### config.mk
export PLATFORM = sky130hd
export DESIGN_NAME = osd_bitmap_writer
export DESIGN_NICKNAME = d
export VERILOG_FILES = /design/src/rtl/osd_bitmap_writer.sv
export SDC_FILE = /design/constraint.sdc
export NUM_CORES = 1
export LEC_CHECK = 0
export CAP_MARGIN = 25
export CORE_MARGIN = 1.5
export CORE_UTILIZATION = 25
export DETAILED_ROUTE_END_ITERATION = 16
export HOLD_SLACK_MARGIN = 0.05
export MAX_ROUTING_LAYER = met4
export SLEW_MARGIN = 20
export SYNTH_ARGS = -nofsm -noshare
export SYNTH_HDL_FRONTEND = slang
export SYNTH_SLANG_ARGS = --single-unit
### constraint.sdc
create_clock -name clk_in -period 3.9 [get_ports clk_in]
set_clock_uncertainty 0.15 [all_clocks]
set_input_delay 0.78 -clock clk_in [delete_from_list [all_inputs] [get_ports clk_in]]
set_output_delay 0.78 -clock clk_in [all_outputs]
set_load 0.01 [all_outputs]
### src/rtl/osd_bitmap_writer.sv
// OSD bitmap writer: packs 4-bit pixel codes into 32-bit RAM words, or fills a word range with one colour.
// Build macro OSD_WRITER_MSB_FIRST_EN places pixel 0 in the most significant nibble instead of the LSB.
module osd_bitmap_writer #(
   parameter int C_ADDR_WIDTH = 16,
   parameter int C_DEPTH      = 32768
) (
   input  logic                    clk_in,
   input  logic                    rst,
   input  logic [3:0]              s_pix_i,
   input  logic                    s_valid_i,
   input  logic                    s_last_i,
   output logic                    s_ready_o,
   input  logic [C_ADDR_WIDTH-1:0] base_addr_i,
   input  logic                    fill_req_i,
   input  logic [3:0]              fill_color_i,
   input  logic [15:0]             fill_words_i,
   output logic [C_ADDR_WIDTH-1:0] osd_waddr_o,
   output logic [31:0]             osd_wdata_o,
   output logic                    osd_wreq_o,
   output logic                    busy_o,
   output logic                    done_o,
   output logic [15:0]             words_o,
   output logic                    overflow_o
);
   typedef enum logic [1:0] {IDLE, STREAM, FILL} state_t;
   localparam logic [C_ADDR_WIDTH-1:0] LAST_ADDR = C_ADDR_WIDTH'(C_DEPTH - 1);

   state_t                  state_q, state_d;
   logic [C_ADDR_WIDTH-1:0] addr_q, addr_d;
   logic [31:0]             pack_q, pack_d;
   logic [2:0]              nib_q, nib_d;
   logic [3:0]              color_q, color_d;
   logic [15:0]             remain_q, remain_d;
   logic                    done_pend_q, done_pend_d;

   logic                    accept, take_pix, start, stream_end, done_now, do_write;
   logic [C_ADDR_WIDTH-1:0] wr_addr, waddr_d;
   logic [31:0]             wr_data, wdata_d, pix_word, packed_word;
   logic [15:0]             words_base, words_d;
   logic                    wreq_d, busy_d, done_d, ovf_d;

   always_comb begin
      s_ready_o = 1'b0;
      if (!rst) begin
         case (state_q)
            IDLE:    s_ready_o = ~fill_req_i;
            STREAM:  s_ready_o = 1'b1;
            default: s_ready_o = 1'b0;
         endcase
      end
   end

   assign accept = s_valid_i & s_ready_o;

   // Unfilled nibbles of pack_q are always zero, so OR-ing in the new pixel also pads a short last word.
   always_comb begin
`ifdef OSD_WRITER_MSB_FIRST_EN
      pix_word = {s_pix_i, 28'h0} >> {nib_q, 2'b00};
`else
      pix_word = {28'h0, s_pix_i} << {nib_q, 2'b00};
`endif
      packed_word = pack_q | pix_word;
   end

   always_comb begin
      state_d     = state_q;
      addr_d      = addr_q;
      pack_d      = pack_q;
      nib_d       = nib_q;
      color_d     = color_q;
      remain_d    = remain_q;
      done_pend_d = 1'b0;
      take_pix    = 1'b0;
      start       = 1'b0;
      stream_end  = 1'b0;
      done_now    = 1'b0;
      do_write    = 1'b0;
      wr_addr     = addr_q;
      wr_data     = osd_wdata_o;

      case (state_q)
         IDLE: begin
            if (fill_req_i) begin
               start   = 1'b1;
               color_d = fill_color_i;
               if (fill_words_i == 16'd0) begin
                  done_now = 1'b1;
               end else begin
                  do_write = 1'b1;
                  wr_addr  = base_addr_i;
                  wr_data  = {8{fill_color_i}};
                  remain_d = fill_words_i - 16'd1;
                  state_d  = FILL;
               end
            end else if (accept) begin
               start    = 1'b1;
               addr_d   = base_addr_i;
               wr_addr  = base_addr_i;
               take_pix = 1'b1;
            end
         end
         STREAM: begin
            take_pix = accept;
         end
         FILL: begin
            if (remain_q == 16'd0) begin
               state_d  = IDLE;
               done_now = 1'b1;
            end else begin
               do_write = 1'b1;
               wr_data  = {8{color_q}};
               remain_d = remain_q - 16'd1;
            end
         end
         default: state_d = IDLE;
      endcase

      if (take_pix) begin
         state_d = STREAM;
         if (s_last_i || nib_q == 3'd7) begin
            do_write = 1'b1;
            wr_data  = packed_word;
            pack_d   = '0;
            nib_d    = '0;
         end else begin
            pack_d = packed_word;
            nib_d  = nib_q + 3'd1;
         end
         // Stream completion keeps busy for one more cycle and delays done, while IDLE already accepts work.
         if (s_last_i) begin
            state_d     = IDLE;
            stream_end  = 1'b1;
            done_pend_d = 1'b1;
         end
      end

      if (do_write) begin
         addr_d = (wr_addr == LAST_ADDR) ? '0 : wr_addr + C_ADDR_WIDTH'(1);
      end

      words_base = start ? 16'd0 : words_o;
      words_d    = (do_write && words_base != 16'hFFFF) ? words_base + 16'd1 : words_base;
      ovf_d      = (start ? 1'b0 : overflow_o) | (do_write && wr_addr == LAST_ADDR);
      wreq_d     = do_write;
      waddr_d    = do_write ? wr_addr : osd_waddr_o;
      wdata_d    = do_write ? wr_data : osd_wdata_o;
      busy_d     = (state_d != IDLE) | stream_end;
      done_d     = done_now | done_pend_q;
   end

   always_ff @(posedge clk_in) begin
      if (rst) begin
         state_q     <= IDLE;
         addr_q      <= '0;
         pack_q      <= '0;
         nib_q       <= '0;
         color_q     <= '0;
         remain_q    <= '0;
         done_pend_q <= 1'b0;
         osd_waddr_o <= '0;
         osd_wdata_o <= '0;
         osd_wreq_o  <= 1'b0;
         busy_o      <= 1'b0;
         done_o      <= 1'b0;
         words_o     <= '0;
         overflow_o  <= 1'b0;
      end else begin
         state_q     <= state_d;
         addr_q      <= addr_d;
         pack_q      <= pack_d;
         nib_q       <= nib_d;
         color_q     <= color_d;
         remain_q    <= remain_d;
         done_pend_q <= done_pend_d;
         osd_waddr_o <= waddr_d;
         osd_wdata_o <= wdata_d;
         osd_wreq_o  <= wreq_d;
         busy_o      <= busy_d;
         done_o      <= done_d;
         words_o     <= words_d;
         overflow_o  <= ovf_d;
      end
   end
endmodule

==> summary.md <==
| Metric | Value |
|---|---|
| Status | `finished, final reports clean` |
| Relative slew margins | `0.3035` |
| Final setup fails | `0` |
| Most common cell in the netlist | `nor2_1` |
| Nets | `1185` |
| Post-route minimum period | `3.817 ns` |
| Net Count, Synth | `~1100` |
| Total wire length | `27190 um` |
| DRC violations left | `0` |
| CTS Buf Count | `17` |
| Core area | `30590 um^2` |
| Final Instance Area | `10410 um^2` |
| Multi-input gate area | `4654 um^2` |
| ANT nets after route | `0` |
| Worst-case vdd ir drop | `0.2908 mV` |
| Placed inst area | `9728 um^2` |
| Share of cells above drive strength 1 | `0.1394` |
| Site row count | `64` |
| RePlAce Congestion | `~0.92` |
| Synth Register Bits | `142` |
| Clock sinks | `142` |
| Post-CTS Hold Fix Bufs | `0` |
| Total gr overflow | `0` |
| Hold path start | `done_pend_q` |
| Met1 usage | `0.2257` |
| Slew at the pin with the worst max-slew slack | `~1.0 ns` |
| Syn. warnings | `0` |
| Dominant cell type by area after synthesis | `dfxtp_1` |
| I/O pin count | `around 110` |
| Initial antenna violation count | `2` |
| Vias per std cell | `5.330` |
| Mapped Cells | `1000` |
| Power Dens Cells | `436.1 nW/um^2` |
| First-pass GRT wire length | `43260 um` |
| DRT iter0 DRCs | `645` |
| GRT Util Overall | `0.1722` |
| Critical Path Sink Type | `register` |
| Sequential-to-total area share from yosys stat | `0.3650` |
| Port Buffers | `113` |
| Synth area leaders | `dfxtp_1 37%, nor2_1 7.3%, a21oi_1 4.7%` |
| Main synth FF type | `dfxtp_1` |
| Critical Path Source Type | `input pin` |
| Placed cells | `about 1500` |
| GRT busiest layer | `met2` |
| Synth top cells by count | `151 x nor2_1, 142 x dfxtp_1, 87 x nand2_1` |
| Crit path max fanout | `4` |
| Die area | `32220 um^2` |
| Die Ht | `179.5 um` |
| Largest net degree at the start of global routing | `58` |
| Mapped Avg Cell Area | `7.787 um^2` |
| CP dominant cell by count | `or3_4` |
| DP Worst Slack | `-0.8027 ns` |
| TNS Setup | `0 ns` |
| Worst hold path class | `register to register` |
| Syn Std Cell Area | `7787 um^2` |
| Arrival time worst endpoint | `4.02 ns` |
| Fillcell total | `3198` |
| Reg2reg start | `state_q[0]` |
| Area delta synth->final | `33.72%` |
| Total Power | `4.541 mW` |
| Worst-Skew Late Latency | `approximately 0.44 ns` |
| DR pass1 iterations | `5` |
| Post-synth EDFFs | `0` |
| Met2 Track Usage GR | `0.2637` |
| Final Hold Violating Endpoints | `0` |
| Yosys top cell area share | `0.3650` |
| Worst path bufs/invs | `3` |
| Storage element area | `~2800 um^2` |
| CP Cell Sequence | `clkdlybuf4s50_1, or3_4, or4_4, or3_4, a32oi_2, inv_2, ha_4, nand3_4, nor2_4, buf_4, and3_1, xor2_1, o211ai_1, a211oi_1` |
| Initial Util | `0.2546` |
| CTS tree | `done` |
| Delay of the slowest cell on the worst path | `0.55 ns` |
| Crit share post-route | `0.9787` |
| Final Non-Filler Cells | `about 1500` |
| Total number of vias | `8240` |
| Grt met3 use | `0.03606` |
| Clk buf depth | `2` |
| Distinct cells, synth | `76` |
| Worst Path Required | `4.10 ns` |
| Worst Setup Slack, final | `0.08326 ns` |
| Clock transition at path regs | `0.07 ns` |
| Root buffer cell | `clkbuf_16` |
| Vias in the first global route | `between 7000 and 8000` |
| Max cap viols | `0` |
| H-tree Lvls | `4` |
| Worst Setup SP | `fill_words_i[13]` |
| Fmax | `roughly 0.26 GHz` |
| Critical Setup Path Class | `input pin to register` |
| Wire length per cell | `17.59 um` |
| Leakage power | `roughly 3.8 nW` |
| Die width | `~180 um` |
| CP delay by family, top | `simple AND/OR/NAND/NOR gates` |
| Placed wire-length estimate | `19160 um` |
| Asr flop ratio synth | `0` |
| Max-slew violations | `0` |
| CP max stage cell | `or4_4` |
## kinds of logic (layout without fill, tap and decap cells)
kind of cell | Yosys count | after routing | synth area share
simple gates | 437 | 437 | 0.2764
compound gates | 285 | 285 | 0.2469
flops | 142 | 142 | 0.3650
buf+inv | 90 | 238 | 0.05286
xor+xnor | 21 | 21 | 0.02362
mux | 20 | 20 | 0.02715
fa+ha+maj | 5 | 5 | 0.008033
other cells | 0 | 2 | 0
## sequential cells by signal (all words and copies together) (netlist names), 2 cells and up
| register | cells |
|---|---|
| pack_q | 32 |
| remain_q | 16 |
| addr_q | 16 |
| words_o | 16 |
| color_q | 4 |
| state_q | 2 |
| osd_wdata_o | 32 |
| osd_waddr_o | 16 |
| nib_q | 3 |
## power by group
part           internal (mW)  switching [mW]
Sequential              1.58           0.139
Combinational          0.547           0.667
Clock                  0.847           0.760
Total                   2.98            1.57
## per-layer routing
metal,part of all wire,routed length (um)
met5,0,0
met4,0.018,498
met3,0.066,1793
met2,0.46,12500
met1,0.46,12400
## worst min-delay path, cell delays in order (launching register included)
cell,delay [ns]
dfxtp_1,0.30
inv_1,0.04
a21oi_1,0.06
## what timing repair did
action | CTS | global route
pin swaps | 0 | 9
gates resized for setup | 3 | 19
hold endpoints to repair | 0 | 0
setup endpoints to repair | 12 | 12
setup buffers | 0 | 0
## layout make-up
| cell class | instances | share of cell area |
|---|---|---|
| clock inverter | 15 | 0.01370 |
| antenna | 2 | 0.0004806 |
| multi-input combinational | 768 | 0.4470 |
| inverter | 11 | 0.003965 |
| clock buffer | 17 | 0.04085 |
| sequential | 142 | 0.2730 |
| tap | 396 | 0.04758 |
| timing repair buffer | 195 | 0.1735 |
## placed cells by master (no fill, tap or decap), types with 6 or more instances in the layout
cell type,synthesis,routed
nand4_1,24,24
buf_4,2,77
inv_6,0,6
clkdlybuf4s50_1,0,111
and3_1,23,23
o21ai_1,24,22
o211ai_1,14,14
nand3_1,29,26
mux2_2,8,7
a21oi_1,73,73
nor4_1,7,7
clkbuf_16,0,17
nor3b_1,12,11
and2_1,11,11
nand2_1,87,86
or3_1,16,13
a311oi_1,22,22
nor2_1,151,150
nor2b_1,6,6
a211oi_1,38,37
nor3_1,33,33
xnor2_1,6,6
xor2_1,15,15
inv_1,10,9
o21ai_0,23,23
mux2i_1,11,11
a31oi_1,28,28
dfxtp_1,142,142
## path summary, 6_finish.rpt
check | endpoint | slack (ns) | depth (start not counted)
max reg2reg | words_o[7] | 0.66 | 11
min reg2reg | done_o | 0.29 | 2
min | done_o | 0.29 | 2
max | addr_q[10] | 0.08 | 14
## per-stage QoR
step	util	hold WS (ns)
global route	0.3404	0.3044
global placement	0.3180	0.2670
detailed placement	0.3180	0.2850
CTS	0.3370	0.2882
floorplan	-	0.2608
finish	0.3404	0.2948
(Power assumes the default switching activity.)
